$ cat src/rtl/multibyte_alu_seq.sv
// multibyte_alu_seq: drives an external 8-bit combinational ALU one byte per
// clock (LSB first) to perform NBYTES-wide AND/OR/ADD/SUB/SLTU operations.
module multibyte_alu_seq #(
  parameter int unsigned NBYTES = 4
) (
  input  logic                  clk,
  input  logic                  rst_n,
  input  logic                  start_i,
  input  logic [2:0]            op_i,
  input  logic [8*NBYTES-1:0]   opa_i,
  input  logic [8*NBYTES-1:0]   opb_i,
  output logic                  busy_o,
  output logic                  done_o,
  output logic [8*NBYTES-1:0]   result_o,
  output logic                  zero_flag_o,
  output logic                  carry_flag_o,
  output logic [7:0]            alu_a_o,
  output logic [7:0]            alu_b_o,
  output logic [2:0]            alu_cs_o,
  output logic                  alu_cin_o,
  input  logic [7:0]            alu_s_i,
  input  logic                  alu_zero_i,
  input  logic                  alu_cout_i
);

  localparam int unsigned W    = 8 * NBYTES;
  localparam int unsigned IDXW = (NBYTES > 1) ? $clog2(NBYTES) : 1;

  localparam logic [2:0] OP_AND  = 3'b000;
  localparam logic [2:0] OP_OR   = 3'b001;
  localparam logic [2:0] OP_ADD  = 3'b010;
  localparam logic [2:0] OP_SUB  = 3'b011;
  localparam logic [2:0] OP_SLTU = 3'b100;

  localparam logic [2:0] CS_AND = 3'b000;
  localparam logic [2:0] CS_OR  = 3'b001;
  localparam logic [2:0] CS_ADC = 3'b110;

  typedef enum logic [1:0] {
    S_IDLE = 2'd0,
    S_RUN  = 2'd1,
    S_DONE = 2'd2
  } state_e;

  state_e            state_q, state_d;
  logic [IDXW-1:0]   idx_q, idx_d;
  logic [2:0]        op_q, op_d;
  logic [W-1:0]      opa_q, opa_d;
  logic [W-1:0]      opb_q, opb_d;
  logic              carry_q, carry_d;
  logic [W-1:0]      acc_q, acc_d;
  logic [W-1:0]      result_q, result_d;
  logic              zf_q, zf_d;
  logic              cf_q, cf_d;
  logic              fin_carry;
  logic              arith;
  logic              inv_b;
  logic              unused_alu_zero;

  // ALU zero is not trusted; the wide zero flag is derived from the result.
  assign unused_alu_zero = alu_zero_i;

  // Operation class decodes of the latched op.
  assign arith = (op_q == OP_ADD) || (op_q == OP_SUB) || (op_q == OP_SLTU);
  assign inv_b = (op_q == OP_SUB) || (op_q == OP_SLTU);

  // State and datapath registers.
  always_ff @(posedge clk or negedge rst_n) begin
    if (!rst_n) begin
      state_q  <= S_IDLE;
      idx_q    <= '0;
      op_q     <= OP_AND;
      opa_q    <= '0;
      opb_q    <= '0;
      carry_q  <= 1'b0;
      acc_q    <= '0;
      result_q <= '0;
      zf_q     <= 1'b0;
      cf_q     <= 1'b0;
    end else begin
      state_q  <= state_d;
      idx_q    <= idx_d;
      op_q     <= op_d;
      opa_q    <= opa_d;
      opb_q    <= opb_d;
      carry_q  <= carry_d;
      acc_q    <= acc_d;
      result_q <= result_d;
      zf_q     <= zf_d;
      cf_q     <= cf_d;
    end
  end

  // Next-state, byte sequencing and ALU drive.
  always_comb begin
    state_d   = state_q;
    idx_d     = idx_q;
    op_d      = op_q;
    opa_d     = opa_q;
    opb_d     = opb_q;
    carry_d   = carry_q;
    acc_d     = acc_q;
    result_d  = result_q;
    zf_d      = zf_q;
    cf_d      = cf_q;
    fin_carry = 1'b0;
    alu_a_o   = 8'h00;
    alu_b_o   = 8'h00;
    alu_cs_o  = CS_AND;
    alu_cin_o = 1'b0;

    case (state_q)
      S_IDLE: begin
        if (start_i && (op_i <= OP_SLTU)) begin
          state_d = S_RUN;
          op_d    = op_i;
          opa_d   = opa_i;
          opb_d   = opb_i;
          idx_d   = '0;
          carry_d = 1'b0;
          acc_d   = '0;
        end
      end

      S_RUN: begin
        alu_a_o = opa_q[8*idx_q +: 8];
        alu_b_o = inv_b ? ~opb_q[8*idx_q +: 8] : opb_q[8*idx_q +: 8];
        case (op_q)
          OP_AND:  alu_cs_o = CS_AND;
          OP_OR:   alu_cs_o = CS_OR;
          default: alu_cs_o = CS_ADC;
        endcase
        // SUB/SLTU add the inverted operand plus one on the first byte.
        if (arith) begin
          alu_cin_o = (idx_q == '0) ? inv_b : carry_q;
        end
        acc_d[8*idx_q +: 8] = alu_s_i;
        // Logic ops leave a stale carry on the ALU, so it is ignored there.
        if (arith) begin
          carry_d = alu_cout_i;
        end
        fin_carry = arith & alu_cout_i;
        if (idx_q == IDXW'(NBYTES - 1)) begin
          state_d  = S_DONE;
          result_d = (op_q == OP_SLTU) ? {{(W-1){1'b0}}, ~fin_carry} : acc_d;
          zf_d     = (result_d == '0);
          cf_d     = fin_carry;
        end else begin
          idx_d = idx_q + 1'b1;
        end
      end

      S_DONE: begin
        state_d = S_IDLE;
      end

      default: begin
        state_d = S_IDLE;
      end
    endcase
  end

  assign busy_o       = (state_q != S_IDLE);
  assign done_o       = (state_q == S_DONE);
  assign result_o     = result_q;
  assign zero_flag_o  = zf_q;
  assign carry_flag_o = cf_q;

endmodule

$ cat config.mk
export PLATFORM = sky130hd
export DESIGN_NAME = multibyte_alu_seq
export DESIGN_NICKNAME = d
export VERILOG_FILES = /design/src/rtl/multibyte_alu_seq.sv
export SDC_FILE = /design/constraint.sdc
export NUM_CORES = 1
export LEC_CHECK = 0
export BUFFER_PORTS_ARGS = -buffer_cell sky130_fd_sc_hd__buf_4
export CORE_MARGIN = 2
export CORE_UTILIZATION = 55
export DETAILED_ROUTE_END_ITERATION = 8
export PLACE_DENSITY = 0.92
export SETUP_SLACK_MARGIN = 0.15
export SYNTH_ARGS = -nofsm -noshare
export SYNTH_HDL_FRONTEND = slang
export SYNTH_SLANG_ARGS = --single-unit
$ cat constraint.sdc
create_clock -name clk -period 3.3 [get_ports clk]
set_input_delay 0.66 -clock clk [delete_from_list [all_inputs] [get_ports clk]]
set_output_delay 0.66 -clock clk [all_outputs]
set_load 0.02 [all_outputs]
==> out/metrics.csv <==
stage;metric;value;unit
run_status;status;finished, final reports clean;
power;internal_power;0.00527;W
layout;nNetsFinal;881;
clocking;insertion_delay;0.42;ns
clocking;cts_buffers;17;
route;wire_per_inst;16.4;um
global_route;grt_pass1_wl;26000;um
floorplanning;core;11400;um2
layout;seqCellArea;3450;um2
sta;tightestPinTransition;1.08;ns
synthesis;synth_warnings;0;
floorplanning;ios;136;
clocking;htree_levels;4;
clocking;cts_resized;0;
power;pwr-share-clk;26.0;%
power;p_leak;4.09;nW
layout;final_common_cell;nand2_1;
layout;layout-drive-gt1-share;25.2;%
clocking;postCtsSetupBuffers;0;
route;drtIter0Drc;338;
synthesis;syn_inst;675;
route;drcViolationCount;0;
clocking;path_clk_slew;0.06;ns
synthesis;ys_ff_latch;138;
sta;slew_violations;0;
worst_setup_path;cp_cell_sequence;buf_6 -> mux4_2 -> xnor2_1 -> nor2_1 -> buf_4;
clocking;clkSinkCount;138;
clocking;cts_buffer_depth;2;
worst_setup_path;slowest_delay;0.55;ns
clocking;cts_tree;yes;
route;via_per_inst;5.64;
synthesis;ys_seq_area_share;53.9;%
sta;grt_setup_unrepaired;no;
layout;areaGrowthSynthToFinish;28.0;%
sta;relSlewSlack;27.9;%
floorplanning;start_util;56.3;%
worst_setup_path;path_max_fanout;17;
synthesis;ys_types;46;
placed_design;dp.cells;919;
sta;final.setup.worst_slack;0.367;ns
power;total_power;0.00832;W
global_route;grt_overflow;0;
power;pwr-share-comb;41.4;%
power;p_sw_share;36.6;%
floorplanning;dieArea;12500;um2
sta;tns;0;ns
layout;n_fill_cell;787;
synthesis;async_flop_share;100;%
placed_design;numPortBuffers;134;
worst_setup_path;cp-end-kind;primary output;
worst_setup_path;cpMaxStageDelayCell;mux4_2;
worst_setup_path;crit_required;2.64;ns
global_route;antenna_found_initial;0;
power;power_density;1020;nW/um2
sta;setup_viol_count_final;0;
route;ant_nets;0;
global_route;track_usage;26.0;%
route;dr.pass1.iters;5;
power;vdd_drop_max;0.000546;V
worst_setup_path;worstSetupPathType;reg -> out;
min_path;hold_class;in -> async;
layout;fin_util;72.1;%
layout;antenna_cells;0;
worst_setup_path;start_kind;flop;
clocking;cts-root-buf;clkbuf_16;
placed_design;gp_congestion;0.820;
sta;clock-skew-final;0.00965;ns
route;drt_wl_total;15600;um
global_route;grt_pass1_vias;5340;
clocking;holdBufCountCts;0;
route;vias;5361;
power;p_sw;0.00305;W
worst_setup_path;crit_arrival;2.27;ns
sta;fmax;0.341;GHz
synthesis;avgSynthCellArea;9.49;um2
run;cap_violations;0;
synthesis;synthFlopType;dfrtp_1;
layout;final_cell_count_no_fill;951;
placed_design;dpl.hpwl;10400;um
floorplanning;die_width;112;um
sta;hold_violations;0;
layout;multiInputGateArea;2730;um2
synthesis;synth_edf_count;0;
synthesis;netlist_area;6400;um2
sta;min_period;2.93;ns
placed_design;preCtsSetupSlack;0.750;ns
synthesis;syn-num-nets;761;
sta;min_period_over_period;88.9;%
power;power_frac_seq;32.6;%
floorplanning;fp-row-count;39;
floorplanning;dieHeight;112;um
global_route;grt_max_degree;88;
layout;final_cell_mix;240 x nand2_1, 146 x buf_4, 138 x dfrtp_1, 40 x o21ai_0, 33 x a21oi_1;
==> layer usage <==
metal | global-route usage [%] | routed length (um) | vias up | part of all wire (%)
li1 | - | - | 2503 | -
met4 | 8.23 | 223 | 0 | 1.4
met5 | 0 | 0 | - | 0
met1 | 34.8 | 6460 | 2583 | 41
met2 | 41.4 | 7530 | 250 | 48
met3 | 7.73 | 1390 | 25 | 8.9
==> cells by family after synthesis <==
logic type,after synthesis,synth area share (%)
buffers and inverters,53,3.56
xor gates and xnor gates,8,1.09
AOI/OAI and AO/OA,120,11.6
and+or+nand+nor,332,22.7
adders and majority gates,6,1.17
muxes,18,5.96
DFF,138,53.9
==> cell usage after synthesis (all sizes together), types with 3 or more instances <==
cell type | n | area, um2
nand2 | 240 | 901
dfrtp | 138 | 3450
o21ai | 47 | 235
a21oi | 33 | 165
clkbuf | 31 | 116
nor2b | 28 | 175
a22o | 26 | 228
nor2 | 20 | 77.6
buf | 17 | 92.6
mux4 | 16 | 360
and2 | 10 | 62.6
xnor2 | 8 | 70.1
a22oi | 7 | 52.6
nand3 | 7 | 35.0
ha | 6 | 75.1
nor3 | 6 | 40.0
inv | 5 | 18.8
nor4 | 5 | 31.3
and3 | 3 | 18.8
nand2b | 3 | 18.8
==> area by class of cell <==
| type | instances | area share [%] |
|---|---|---|
| clock buffers | 21 | 5.62 |
| inverters | 5 | 0.229 |
| clock inverters | 11 | 2.64 |
| well taps | 143 | 2.18 |
| repair buffers | 149 | 13.9 |
| flip-flops and latches | 138 | 42.1 |
| multi-input cells | 484 | 33.3 |
==> worst max-delay path, delay by kind of cell, from the launching register on <==
kind | cells | cell delay (ns)
xor gates and xnor gates | 1 | 0.15
buffers and inverters | 2 | 0.47
muxes | 1 | 0.55
DFF | 1 | 0.50
and+or+nand+nor | 1 | 0.18
==> final timing paths <==
check	from	to	slack, ns	cells after the start
worst max-delay path	idx_q[0]	alu_b_o[4]	0.37	5
worst min-delay path	rst_n	result_o[13]	0.31	1
worst min register to register	opb_q[31]	opb_q[31]	0.47	2
min in group clk	opb_i[20]	opb_q[20]	0.43	3
max in group asynchronous	rst_n	result_o[30]	2.28	2
worst max register to register	idx_q[0]	zero_flag_o	0.76	8
==> registers in the layout, indices dropped and copies added, names as in the netlist <==
| name | count |
|---|---|
| opa_q | 32 |
| state_q | 2 |
| zero_flag_o | 1 |
| carry_flag_o | 1 |
| op_q | 3 |
| opb_q | 32 |
| carry_q | 1 |
| acc_q | 32 |
| result_o | 32 |
| idx_q | 2 |
==> power groups by stage <==
| stage | sequential [W] | combinational [W] | clock [W] |
|---|---|---|---|
| after floorplan | 0.00281 | 0.00216 | 0 |
| after global placement | 0.00268 | 0.00332 | 0 |
| after detailed placement | 0.00273 | 0.00341 | 0 |
| after CTS | 0.00270 | 0.00344 | 0.00219 |
| after global routing | 0.00280 | 0.00376 | 0.00226 |
| final | 0.00271 | 0.00344 | 0.00216 |
==> per-stage QoR <==
step | cell area [um2] | hold WS (ns)
2_1_floorplan | 6400 | 0.364
3_3_place_gp | 7510 | 0.452
3_5_place_dp | 7510 | 0.457
4_1_cts | 8190 | 0.337
5_1_grt | 8200 | 0.365
6_report | 8200 | 0.305
Note: power is estimated with default switching activity, not from simulation.
